<file path="src/rtl/dmem_arbiter_pkg.sv">
// Shared types and widths for the data-memory arbiter.
// Latency: n/a (declarations only).
// Backpressure: n/a.
package dmem_arbiter_pkg;

    localparam int WORD_W        = 16;
    localparam int ADDR_W        = 16;
    localparam int MAX_BURST_DEF = 4;
    // Burst counter width; holds the largest legal MAX_BURST (15).
    localparam int BURST_W       = 4;

    typedef enum logic {
        OWN_M0 = 1'b0,
        OWN_M1 = 1'b1
    } owner_t;

endpackage

</file>
<file path="src/rtl/dmem_rr_pick.sv">
// Grant decision between the CPU master (m0) and the loader/debug master (m1).
// Latency: combinational grant; last_owner/burst_cnt update on the granting edge.
// Backpressure: a losing master simply sees no gnt and keeps requesting.
// Build option DMEM_ARBITER_RR_EN: round-robin with MAX_BURST limit; otherwise fixed m0 priority.
import dmem_arbiter_pkg::*;

module dmem_rr_pick #(
    parameter int MAX_BURST = MAX_BURST_DEF
) (
`ifdef DMEM_ARBITER_RR_EN
    input  logic clk,
    input  logic rst_n,
`endif
    input  logic m0_req,
    input  logic m1_req,
    output logic m0_gnt,
    output logic m1_gnt
);

`ifdef DMEM_ARBITER_RR_EN
    localparam logic [BURST_W-1:0] BURST_LIMIT = BURST_W'(MAX_BURST);

    owner_t             last_owner;
    logic [BURST_W-1:0] burst_cnt;
    owner_t             pick;

    // Choose the owner: a lone requester wins outright; on a tie the
    // current owner keeps the bus until its burst reaches the limit.
    // burst_cnt == 0 means no burst history yet (after reset), so the tie
    // goes to the master opposite last_owner, i.e. m0.
    always_comb begin
        pick = OWN_M0;
        if (m0_req && m1_req) begin
            if ((burst_cnt != '0) && (burst_cnt < BURST_LIMIT))
                pick = last_owner;
            else
                pick = (last_owner == OWN_M0) ? OWN_M1 : OWN_M0;
        end else if (m1_req) begin
            pick = OWN_M1;
        end
    end

    assign m0_gnt = m0_req && (pick == OWN_M0);
    assign m1_gnt = m1_req && (pick == OWN_M1);

    // Track the owner and its consecutive-grant count; idle cycles leave both untouched.
    always_ff @(posedge clk or negedge rst_n) begin
        if (!rst_n) begin
            last_owner <= OWN_M1;
            burst_cnt  <= '0;
        end else if (m0_gnt || m1_gnt) begin
            if (pick == last_owner) begin
                if (burst_cnt != '1)
                    burst_cnt <= burst_cnt + 1'b1;
            end else begin
                burst_cnt <= BURST_W'(1);
            end
            last_owner <= pick;
        end
    end
`else
    // Fixed priority: m0 always wins, m1 only gets idle m0 cycles.
    assign m0_gnt = m0_req;
    assign m1_gnt = m1_req && !m0_req;
`endif

endmodule

</file>
<file path="src/rtl/dmem_arbiter.sv">
// Two-master arbiter in front of a single-port data memory (comb read, edge write).
// Latency: grant and memory access in the request cycle; read data/rvalid one cycle later.
// Backpressure: masters hold req/we/addr/wdata until gnt; no buffering inside.
// Build option DMEM_ARBITER_RR_EN selects round-robin with MAX_BURST, default is fixed m0 priority.
import dmem_arbiter_pkg::*;

module dmem_arbiter #(
    parameter int MAX_BURST = MAX_BURST_DEF
) (
    input  logic              clk,
    input  logic              rst_n,

    input  logic              m0_req,
    input  logic              m0_we,
    input  logic [ADDR_W-1:0] m0_addr,
    input  logic [WORD_W-1:0] m0_wdata,
    output logic              m0_gnt,
    output logic              m0_rvalid,
    output logic [WORD_W-1:0] m0_rdata,

    input  logic              m1_req,
    input  logic              m1_we,
    input  logic [ADDR_W-1:0] m1_addr,
    input  logic [WORD_W-1:0] m1_wdata,
    output logic              m1_gnt,
    output logic              m1_rvalid,
    output logic [WORD_W-1:0] m1_rdata,

    output logic [ADDR_W-1:0] mem_address,
    output logic [WORD_W-1:0] mem_data_write,
    output logic              mem_write,
    output logic              mem_read,
    input  logic [WORD_W-1:0] mem_data_read
);

    logic pick_m0;
    logic pick_m1;

    dmem_rr_pick #(
        .MAX_BURST (MAX_BURST)
    ) u_pick (
`ifdef DMEM_ARBITER_RR_EN
        .clk       (clk),
        .rst_n     (rst_n),
`endif
        .m0_req    (m0_req),
        .m1_req    (m1_req),
        .m0_gnt    (pick_m0),
        .m1_gnt    (pick_m1)
    );

    // Grants are suppressed while reset is held so no access (and no write) leaks out.
    assign m0_gnt = pick_m0 && rst_n;
    assign m1_gnt = pick_m1 && rst_n;

    // Steer the granted master onto the memory port; park everything at zero when idle.
    always_comb begin
        mem_address    = '0;
        mem_data_write = '0;
        mem_write      = 1'b0;
        mem_read       = 1'b0;
        if (m0_gnt) begin
            mem_address    = m0_addr;
            mem_data_write = m0_wdata;
            mem_write      = m0_we;
            mem_read       = !m0_we;
        end else if (m1_gnt) begin
            mem_address    = m1_addr;
            mem_data_write = m1_wdata;
            mem_write      = m1_we;
            mem_read       = !m1_we;
        end
    end

    // Capture read data for the granted reader; rdata holds until that master's next read.
    always_ff @(posedge clk or negedge rst_n) begin
        if (!rst_n) begin
            m0_rvalid <= 1'b0;
            m1_rvalid <= 1'b0;
            m0_rdata  <= '0;
            m1_rdata  <= '0;
        end else begin
            m0_rvalid <= m0_gnt && !m0_we;
            m1_rvalid <= m1_gnt && !m1_we;
            if (m0_gnt && !m0_we)
                m0_rdata <= mem_data_read;
            if (m1_gnt && !m1_we)
                m1_rdata <= mem_data_read;
        end
    end

endmodule

</file>
<file path="config.mk">
export PLATFORM = sky130hd
export DESIGN_NAME = dmem_arbiter
export DESIGN_NICKNAME = d
export VERILOG_FILES = /design/src/rtl/dmem_arbiter_pkg.sv /design/src/rtl/dmem_rr_pick.sv /design/src/rtl/dmem_arbiter.sv
export SDC_FILE = /design/constraint.sdc
export NUM_CORES = 1
export LEC_CHECK = 0
export BUFFER_PORTS_ARGS = -buffer_cell sky130_fd_sc_hd__buf_2
export CORE_MARGIN = 3
export CORE_UTILIZATION = 36
export CTS_CLUSTER_DIAMETER = 30
export DETAILED_ROUTE_END_ITERATION = 10
export GPL_TIMING_DRIVEN = 0
export PLACE_DENSITY = 0.78
export SLEW_MARGIN = 20
export SYNTH_ARGS = -nofsm -noshare
export SYNTH_HDL_FRONTEND = slang
export SYNTH_SLANG_ARGS = --single-unit
</file>
<file path="constraint.sdc">
create_clock -name clk -period 0.8 [get_ports clk]
set_clock_uncertainty 0.1 [all_clocks]
set_input_delay 0.08 -clock clk [delete_from_list [all_inputs] [get_ports clk]]
set_output_delay 0.08 -clock clk [all_outputs]
set_load 0.05 [all_outputs]
</file>
# Yosys cells after proc, flatten, opt, wreduce, memory -nomap -nowiden
# Index checks and enable logic that the tools add are counted.
# totals
regBits,34
latchBits,0
mem_bits_rw,0
mem_bits_ro,0
output_inout_bits,70
n_memories,0
# op_classes
add_sub_neg,0
multipliers,0
div,0
magnitude_cmp,0
n_eq_ne,0
shifts,0
mux,8
n_bitwise,0
n_reduce_logical,8
# op_table
cell,n
$mux 16,4
$logic_and 1x1->1,5
$mux 1,4
$logic_not 1->1,3

# Logic depth before layout (Yosys ltp)
# Gate-level depths: netlist of run 1.
# logic_depth
depth_word,5
ltp_mapped,5
mapped_depth_nobuf,2

# Modules after synthesis
# Synthesis of run 1 repeated with hierarchy kept, for this count alone.
# unflattened
hier_cells,194
hier_area_um2,2057.0
# modules_own_cells
module,n_inst,cells_per_inst,area_each_um2,seq_area_each_um2
dmem_arbiter,1,192,2035.7,850.8
dmem_rr_pick,1,2,21.3,0.0

# Least setup slack after synthesis of run 1
# Ideal clock, no wire load.
# synth_path
path_kind,input-to-output
start,input m1_req
end,output mem_address[0]
arrival_ps,1744
required_ps,620
path_slack_ps,-1124
stages,4
n_path_buf,2
path_cell_list,buf_2 clkbuf_1 nand3b_1 a21boi_0
# synth_between
elab_chain_len,4
# synth_lines
element,line_no,rtl
from (decl),dmem_arbiter.sv:21,"input logic m1_req,"
$logic_and 1x1->1,dmem_rr_pick.sv:64,assign m1_gnt = m1_req && !m0_req;
$logic_and 1x1->1,dmem_arbiter.sv:54,assign m1_gnt = pick_m1 && rst_n;
$mux 16,dmem_arbiter.sv:67,end else if (m1_gnt) begin
$mux 16,dmem_arbiter.sv:62,if (m0_gnt) begin
to (decl),dmem_arbiter.sv:29,"output logic [ADDR_W-1:0] mem_address,"
# No other way between the ends.

# Worst setup path in the final report of run 1
# layout_path
start,input m0_req
end,output mem_address[14]
# layout_between
elab_chain_len,5
# layout_lines
element,line_no,rtl
from (decl),dmem_arbiter.sv:13,"input logic m0_req,"
$logic_not 1->1,dmem_rr_pick.sv:64,
$logic_and 1x1->1,dmem_rr_pick.sv:64,
$logic_and 1x1->1,dmem_arbiter.sv:54,
$mux 16,dmem_arbiter.sv:67,
$mux 16 *,dmem_arbiter.sv:62,
# Every way passes the cells marked *; elsewhere a longest branch is shown, timed or not.

==> results.md, run 1 <==
* Placed instance area at 3340 µm²
* WHS at -0.0726 ns
* ANT nets after route at 0
* Deepest clock path buffer count at 2
* Crit path from: m0_req
* P&R area growth vs syn at 139%
* Largest family of logic cells by synthesized area: simple AND/OR/NAND/NOR gates
* Seq/Total Area, Yosys at 41.8%
* Finished Layout Cells at 470
* Leading cell type in the layout, fill and taps excluded: buf_6
* Mapped Area at 2030 µm²
* Initial antenna violation count at 1
* Crit-path max cell delay at between 0.3 and 0.4 ns
* CTS tree: done
* Dpl cells at 415
* CP max stage cell: a21boi_4
* Period utilization at 166%
* CP top delay family: buffers and inverters
* Worst Reg-to-Reg Cells at 2
* Design area at 4860 µm²
* F_max at between 700 and 800 MHz
* Mapped Cells at around 190
* Gr usage total at about a third
* Pin count of the biggest net entering global routing at 19
* Number of cell rows at 26
* Post-Synth Simple-Gate Area at 20.9%
* FF-to-FF End: m1_rdata[6]
* DRT Wirelength at roughly 13 mm
* Yosys reg bits at 34
* Design internal power at about 5.7 mW
* Final min period at 1.33 ns
* Distinct cells, synth at 19
* Setup TNS at -26.12 ns
* Vias in the first global route at roughly 2700
* Total power draw at between 9 and 10 mW
* Root Buffer: clkbuf_8
* Sequential share of power at around a quarter
* Xor-xnor portion of the synthesized cell area at 0%
* Outcome: finished with violations
* GR Overflow Total at 0
* Slew Limit Fails at 0
* Post-Synth Adder-Cell Area at 0%
* H-tree depth at 2
* Syn Nets at between 200 and 300
* Synth area leader: dfrtp_1
* Comb power frac at between 50 and 60%
* Leakage at around 2.4 nW
* First-pass GRT wire length at 15.8 mm
* Failing checks: hold timing, setup timing
* Sw power at approximately 3.8 mW
* Detail Placement HPWL at around 5.3 mm
* Worst-path cell chain: buf_12, clkbuf_16, nand3b_1, a21boi_4, buf_6
* Nets at 484
* Worst rel slew slack at 81.5%
* RePlAce Congestion at between 0.7 and 0.8
* CP arrival at ~1.2 ns
* Buf/Inv on CP at 3
* Commonest non-fill, non-tap cells in the layout: buf_6, buf_2, nand2_1, nand3b_1, a21boi_4
* Post-Syn Area per Cell at roughly 11 µm²
* IO Count at between 150 and 200
* Net Sw Frac at 40.2%
* Clock-pin slew on the worst setup and hold paths at 0.08 ns
* Setup Crit Path Kind: input pin to primary output
* Critical Path Stages at 5
* Top post-synthesis cells by area: dfrtp_1, mux2_2, a21boi_0
* Core footprint at roughly 5300 µm²
* Tightest Hold Check Type: input pin to register
* Die W at 81.2 µm
* Max IR drop VDD at around 2 mV
* Crit start category: input pin
* Crit path to: mem_address[14]
* Peak fanout along the critical path at 5
* Worst r2r src: m1_rdata[6]
* Layout cells sized above 1 at about three quarters
* Maximum capacitance violations at 0
* Die height at just over 80 µm
* CP Capture Type: primary output
* Buffers added on ports at between 150 and 200
* Dpl ws at -1.35 ns
* DR DRC count at 0
* Initial Util at about 39%
* Post-CTS Hold Fix Bufs at 2
* CTS Buf Count at 5
* Final hold violations at 30
* Mux contribution to synthesized area at around 19%
* Setup ws final at -0.526 ns
* Power per standard cell area at about 2000 nW/µm²
* Drt pass-1 iters at 5
* Filler cell count in the final layout at approximately 160
* Via count at approximately 2700
* Synth top area share at a little over two fifths
* Clk pwr share at a little over a fifth
* Post-DR vias/cell at roughly 5.7
* Compound-cell area share of the yosys netlist at between 10% and 20%
* R2r setup slk at -0.27 ns
* Fin util at between 90% and 100%
* Data required, critical path at a little over 0.6 ns
* Ys Warns at 0
* Unrepaired setup endpoints after global routing: yes
* Tightest Pin Transition at between 0.2 and 0.3 ns
* Setup Viol. Count Final at 102
* DIE AREA at approximately 6600 µm²
* Clk_lat worst skew at around 0.30 ns
* DR iter-0 viols at between 200 and 250
* Wire per inst at about 27 µm
* Clock sink count at 34
==> Yosys cell counts <==
cell type,count
dfrtp_1,34
a21boi_0,33
nand2_1,33
nand3b_1,33
mux2_2,23
clkbuf_1,13
mux2_4,9
buf_2,2
buf_4,2
and2_1,1
and3b_1,1
and4bb_1,1
buf_12,1
buf_6,1
inv_1,1
nand3b_2,1
nor2b_1,1
nor3b_1,1
o21a_1,1
==> power by group through the flow <==
stage	logic, mW	clock network (mW)	registers (mW)
detailed placement	3.31	0	2.26
global placement	3.25	0	2.24
global route	5.19	2.06	2.45
finish	5.05	2.00	2.43
floorplan	1.26	0	3.46
CTS	4.51	1.93	2.32
==> cell families after synthesis <==
kind of cell    count (synthesis)
compound gates                 34
buf+inv                        20
flops                          34
mux                            32
simple gates                   72
==> per-layer routing <==
layer  share of wire (%)  global-route usage (%)  vias to the layer above
met2                  51                    59.7                      215
met3                 8.1                    7.65                       84
met5                   0                       0                        -
li1                    -                       -                     1085
met1                  34                    35.4                     1285
met4                 7.1                    18.1                        0
==> flip-flops by register name (all words and copies together) (netlist names) <==
name       cells
m0_rdata      16
m0_rvalid      1
m1_rdata      16
m1_rvalid      1
==> worst min-delay path by stage <==
stage                      start            to  slack (ns)  cells past startpoint
4_1_cts        mem_data_read[15]  m0_rdata[15]       -0.07                      2
6_report        mem_data_read[9]   m0_rdata[9]       -0.07                      2
5_1_grt         mem_data_read[9]   m0_rdata[9]       -0.07                      2
2_1_floorplan              rst_n   m0_rdata[0]       -0.32                      0
3_3_place_gp               rst_n   m1_rdata[7]        0.09                      1
3_5_place_dp               rst_n   m0_rdata[7]         0.1                      1
==> layout make-up <==
cell class / count / area (µm²) / area share (%)
clock buffer: 5 / 68.8 / 1.41
inverter: 1 / 3.75 / 0.0772
clock inverter: 3 / 68.8 / 1.41
tap: 70 / 87.6 / 1.80
multi-input combinational: 138 / 1570 / 32.3
buffer: 16 / 284 / 5.84
sequential: 34 / 860 / 17.7
timing repair buffer: 202 / 1920 / 39.4
antenna: 1 / 2.50 / 0.0515
==> what timing repair did <==
| action | CTS | global route |
|---|---|---|
| endpoints found under the hold margin | 66 | 32 |
| buffers inserted | 24 | 15 |
| setup endpoints to repair | 104 | 102 |
| resized for setup | 223 | 41 |
| pin swaps | 26 | 12 |
| cloned | 10 | 0 |
Note: power is estimated with default switching activity, not from simulation.
==> run 2: changes to the inputs <==
--- a/config.mk
+++ b/config.mk
@@ -5,13 +5,13 @@
 export SDC_FILE = /design/constraint.sdc
 export NUM_CORES = 1
 export LEC_CHECK = 0
-export BUFFER_PORTS_ARGS = -buffer_cell sky130_fd_sc_hd__buf_2
-export CORE_MARGIN = 3
-export CORE_UTILIZATION = 36
+export BUFFER_PORTS_ARGS = -buffer_cell sky130_fd_sc_hd__clkbuf_2
+export CORE_MARGIN = 10
+export CORE_UTILIZATION = 25
 export CTS_CLUSTER_DIAMETER = 30
 export DETAILED_ROUTE_END_ITERATION = 10
 export GPL_TIMING_DRIVEN = 0
-export PLACE_DENSITY = 0.78
+export PLACE_DENSITY = 0.58
 export SLEW_MARGIN = 20
 export SYNTH_ARGS = -nofsm -noshare
 export SYNTH_HDL_FRONTEND = slang
==> results.md, run 2 (synthesis results as in run 1) <==
* Gr usage total at 15.5%
* Die height at approximately 110 µm
* RePlAce Congestion at 0.738
* Buffers added on ports at approximately 150
* CP arrival at around 0.90 ns
* Design area at 4980 µm²
* Deepest clock path buffer count at 2
* Leading cell type in the layout, fill and taps excluded: clkbuf_2
* Die W at roughly 110 µm
* Critical Path Stages at 1
* DR DRC count at 0
* Placed instance area at 3380 µm²
* Peak fanout along the critical path at 2
* Via count at between 2000 and 2500
* Worst rel slew slack at about 88%
* Dpl cells at about 450
* Clock sink count at 34
* Post-CTS Hold Fix Bufs at 2
* Fin util at 63.8%
* Commonest non-fill, non-tap cells in the layout: clkbuf_2, buf_8, nand3b_1, a21boi_4, mux2_4
* Leakage at 2.44 nW
* Slew Limit Fails at 0
* DIE AREA at between 10000 and 15000 µm²
* First-pass GRT wire length at between 10 and 15 mm
* Worst Reg-to-Reg Cells at 2
* Final hold violations at 30
* Maximum capacitance violations at 0
* CP Capture Type: primary output
* Number of cell rows at 32
* Initial antenna violation count at 0
* Buf/Inv on CP at 1
* Finished Layout Cells at 498
* Power per standard cell area at 1780 nW/µm²
* N_diodes at 0
* Nets at roughly 480
* Drt pass-1 iters at 4
* IO Count at between 150 and 200
* Setup ws final at -0.285 ns
* Crit-path max cell delay at between 0.4 and 0.5 ns
* CP max stage cell: dfrtp_2
* Post-DR vias/cell at roughly 4.6
* GR Overflow Total at 0
* Crit start category: register
* Pin count of the biggest net entering global routing at 19
* Setup Viol. Count Final at around 100
* Layout cells sized above 1 at ~76%
* WHS at -0.0608 ns
* Dpl ws at -1.47 ns
* Initial Util at 26.0%
* Tightest Hold Check Type: input pin to register
* DRT Wirelength at ~10 mm
* Root Buffer: clkbuf_8
* Total power draw at a little under 9 mW
* Failing checks: hold timing, setup timing
* Wire per inst at between 20 and 25 µm
* Detail Placement HPWL at 6.47 mm
* Clock-pin slew on the worst setup and hold paths at roughly 0.080 ns
* Worst-path cell chain: clkbuf_16
* CTS tree: done
* Outcome: finished with violations
* H-tree depth at 2
* DR iter-0 viols at between 60 and 70
* CTS Buf Count at 5
* Data required, critical path at 0.62 ns
* Setup TNS at -22.28 ns
* Unrepaired setup endpoints after global routing: yes
* Worst r2r src: m1_rdata[10]
* Period utilization at 136%
* Max IR drop VDD at about 0.94 mV
* Crit path to: m0_rdata[2]
* F_max at between 900 and 1000 MHz
* Biggest regs: m0_rdata x16, m1_rdata x16
* P&R area growth vs syn at 145%
* R2r setup slk at -0.25 ns
* Core footprint at 7810 µm²
* Crit path from: m0_rdata[2]
* ANT nets after route at 0
* Tightest Pin Transition at roughly 0.18 ns
* Final min period at 1.08 ns
* FF-to-FF End: m1_rdata[10]
* CP top delay family: flip-flops
* Setup Crit Path Kind: register to primary output
* Clk_lat worst skew at 0.29 ns
* Vias in the first global route at about 2700
[run 2: worst min-delay path by stage]
stage | start | endpoint | slack [ns] | cells after the start
after floorplan | rst_n | m0_rdata[0] | -0.32 | 0
final | mem_data_read[0] | m0_rdata[0] | -0.06 | 2
after CTS | mem_data_read[13] | m1_rdata[13] | -0.07 | 2
after global routing | mem_data_read[4] | m1_rdata[4] | -0.07 | 2
after global placement | rst_n | m1_rdata[9] | 0.14 | 1
after detailed placement | rst_n | m1_rdata[10] | 0.15 | 1
[run 2: worst register-to-register path, cell delays in order (launching register included)]
cell	delay, ns
dfrtp_1	0.41
buf_6	0.13
mux2_4	0.28
[run 2: layout make-up]
type	instances	area (µm²)
Fill cell	600	2820
Timing Repair Buffer	196	2040
Multi-Input combinational cell	138	1580
Sequential cell	34	860
Buffer	19	284
Tap cell	102	128
Clock buffer	6	82.6
Clock inverter	2	12.5
Inverter	1	3.75
[run 2: timing repair]
| item | in CTS | in global routing |
|---|---|---|
| setup endpoints to repair | 104 | 103 |
| setup buffers | 24 | 11 |
| gates cloned | 8 | 0 |
| pin swaps | 24 | 2 |
| gates resized for setup | 213 | 92 |
| endpoints found under the hold margin | 66 | 32 |
[run 2: power breakdown]
group,internal (mW),leakage (nW),total [mW],switching (mW)
Clock,0.692,0.0472,1.34,0.646
Combinational,2.58,1.99,5.11,2.53
Sequential,2.07,0.401,2.43,0.360
[run 2: layer usage]
layer  part of all wire [%]  up-vias  global-route usage, %  wire length (µm)
li1                       -     1068                      -                 -
met5                      0        -                      0                 0
met1                     35     1105                   16.6              3580
met4                    1.2        0                   2.84               123
met3                     12       11                   7.72              1200
met2                     51      117                   27.3              5200
==> run 3: changes to the inputs <==
--- a/config.mk
+++ b/config.mk
@@ -11,7 +11,8 @@
 export CTS_CLUSTER_DIAMETER = 30
 export DETAILED_ROUTE_END_ITERATION = 10
 export GPL_TIMING_DRIVEN = 0
-export PLACE_DENSITY = 0.58
+export HOLD_SLACK_MARGIN = 0.12
+export PLACE_DENSITY = 0.56
 export SLEW_MARGIN = 20
 export SYNTH_ARGS = -nofsm -noshare
 export SYNTH_HDL_FRONTEND = slang
==> constraint.sdc (replaced) <==
create_clock -name clk -period 1 [get_ports clk]
set_clock_uncertainty 0.1 [all_clocks]
set_input_delay 0.1 -clock clk [delete_from_list [all_inputs] [get_ports clk]]
set_output_delay 0.1 -clock clk [all_outputs]
set_load 0.05 [all_outputs]
==> results.md, run 3 (synthesis results as in run 1) <==
* Die height at about 110 µm
* Design area at roughly 5000 µm²
* Clock-pin slew on the worst setup and hold paths at roughly 0.070 ns
* WL met1 at roughly 3.5 mm
* CP top delay family: buffers and inverters
* F_max at around 900 MHz
* Sequential share of power at between 20% and 30%
* Commonest non-fill, non-tap cells in the layout: clkbuf_2, buf_8, nand3b_1, a21boi_4, nand2_1
* Failing checks: setup timing
* Number of cell rows at 32
* Initial antenna violation count at 0
* WL met2 at about 5.2 mm
* Sw power at between 2 and 3 mW
* Net Sw Frac at 39.8%
* Nets at slightly below 500
* Setup Viol. Count Final at 84
* Power per standard cell area at 1390 nW/µm²
* DIE AREA at between 10000 and 15000 µm²
* Worst rel slew slack at a little under nine tenths
* Data required, critical path at 0.80 ns
* Buf/Inv on CP at 3
* IO Count at around 160
* N_diodes at 0
* ANT nets after route at 0
* Layout cells sized above 1 at between 70% and 80%
* Max IR drop VDD at approximately 0.63 mV
* Core footprint at 7810 µm²
* Outcome: finished with violations
* Slew Limit Fails at 0
* Leading cell type in the layout, fill and taps excluded: clkbuf_2
* Pin count of the biggest net entering global routing at 19
* DR iter-0 viols at 75
* Unrepaired setup endpoints after global routing: yes
* Leakage at roughly 2.4 nW
* CP max stage cell: nand3b_1
* Setup ws final at -0.126 ns
* Met3 WL at approximately 1.0 mm
* Design internal power at roughly 4.2 mW
* Clk pwr share at between 10% and 20%
* DR DRC count at 0
* Final min period at 1.13 ns
* Dpl cells at ~450
* CTS tree: done
* Placed instance area at ~3300 µm²
* Via count at ~2300
* Setup TNS at -5.27 ns
* R2r setup slk at -0.02 ns
* Die W at 110 µm
* P&R area growth vs syn at 145%
* Drt pass-1 iters at 4
* Fin util at 63.9%
* Detail Placement HPWL at roughly 6.5 mm
* Clock sink count at 34
* Crit-path max cell delay at about 0.22 ns
* DRT Wirelength at between 9 and 10 mm
* Area of the multi-input gates at roughly 1500 µm²
* Filler cell count in the final layout at between 500 and 600
* Root Buffer: clkbuf_8
* Deepest clock path buffer count at 2
* Wire per inst at 19.4 µm
* Final hold violations at 0
* Comb power frac at ~57%
* Storage element area at 860 µm²
* Peak fanout along the critical path at 6
* Setup Crit Path Kind: input pin to primary output
* First-pass GRT wire length at 14.4 mm
* Period utilization at 113%
* Tightest Pin Transition at 0.211 ns
* CP Capture Type: primary output
* Gr usage total at about 15%
* Initial Util at roughly a quarter
* Most frequent cell on the critical path: buf_8
* Crit start category: input pin
* Tightest Hold Check Type: input pin to asynchronous set/reset pin
* Worst-path cell chain: buf_12, buf_8, nand3b_1, a21boi_4, buf_8
* Maximum capacitance violations at 0
* Buffers added on ports at about 150
* Post-DR vias/cell at 4.56
* Top Metal Used: met4
* Clk_lat worst skew at roughly 0.28 ns
* Biggest regs: m0_rdata x16, m1_rdata x16
* CP arrival at between 0.9 and 1 ns
* Finished Layout Cells at 505
* RePlAce Congestion at ~0.73
* Vias in the first global route at approximately 2700
* CTS Buf Count at 5
* GR Overflow Total at 0
* H-tree depth at 2
==> run 3: changes by cell type in the layout (fill, tap and decap cells not counted), moves of 2 or more <==
cell	previous run	this run
mux2_2	0	12
mux2_4	32	20
buf_6	18	16
buf_8	74	71
dlygate4sd3_1	2	18
buf_4	14	8
clkbuf_4	3	1
clkbuf_8	14	20
==> run 3: area by class of cell <==
class                   instances  share of cell area (%)
repair buffers                203                    41.9
clock inverters                 2                   0.251
inverters                       1                  0.0753
well taps                     102                    2.56
flip-flops and latches         34                    17.2
plain buffers                  19                    6.02
clock buffers                   6                    1.66
multi-input cells             138                    30.3
==> run 3: final timing paths <==
path                                  start             end  depth (start not counted)
worst max register to register  m1_rdata[9]     m1_rdata[9]                          2
worst min register to register  m0_rdata[6]     m0_rdata[6]                          1
worst max-delay path                 m0_req  mem_address[7]                          5
min in group clk                      m0_we     m0_rdata[5]                          3
max in group asynchronous             rst_n     m0_rdata[3]                          3
worst min-delay path                  rst_n       m1_rvalid                          2
==> run 3: power by group through the flow <==
stage                     sequential [mW]  clock, mW  combinational [mW]
after global placement               1.81          0                2.62
after CTS                            1.84       1.07                3.57
after global routing                 1.97       1.14                4.10
after floorplan                      2.77          0               0.985
after detailed placement             1.83          0                2.64
final                                1.94       1.05                3.94
==> run 3: per-stage QoR <==
step	power, mW	setup WS (ns)	hold WS [ns]
after CTS	6.47	-0.112	0.161
after global placement	4.43	-1.34	0.165
after global routing	7.21	-0.156	0.167
after detailed placement	4.47	-1.32	0.154
final	6.93	-0.126	0.172
after floorplan	3.75	-0.256	-0.296
==> run 3: layer usage <==
metal	track usage, %	vias to the layer above
met4	2.94	0
met3	6.96	6
li1	-	1083
met5	0	-
met2	27.6	103
met1	15.6	1110
==> run 3: timing repair <==
| item | CTS | global route |
|---|---|---|
| hold buffers | 18 | 0 |
| endpoints found under the hold margin | 66 | 0 |
| pin swaps | 25 | 2 |
| resized for setup | 201 | 90 |
| buffers inserted | 18 | 7 |
| endpoints found under the setup margin | 104 | 91 |
| gates cloned | 7 | 1 |
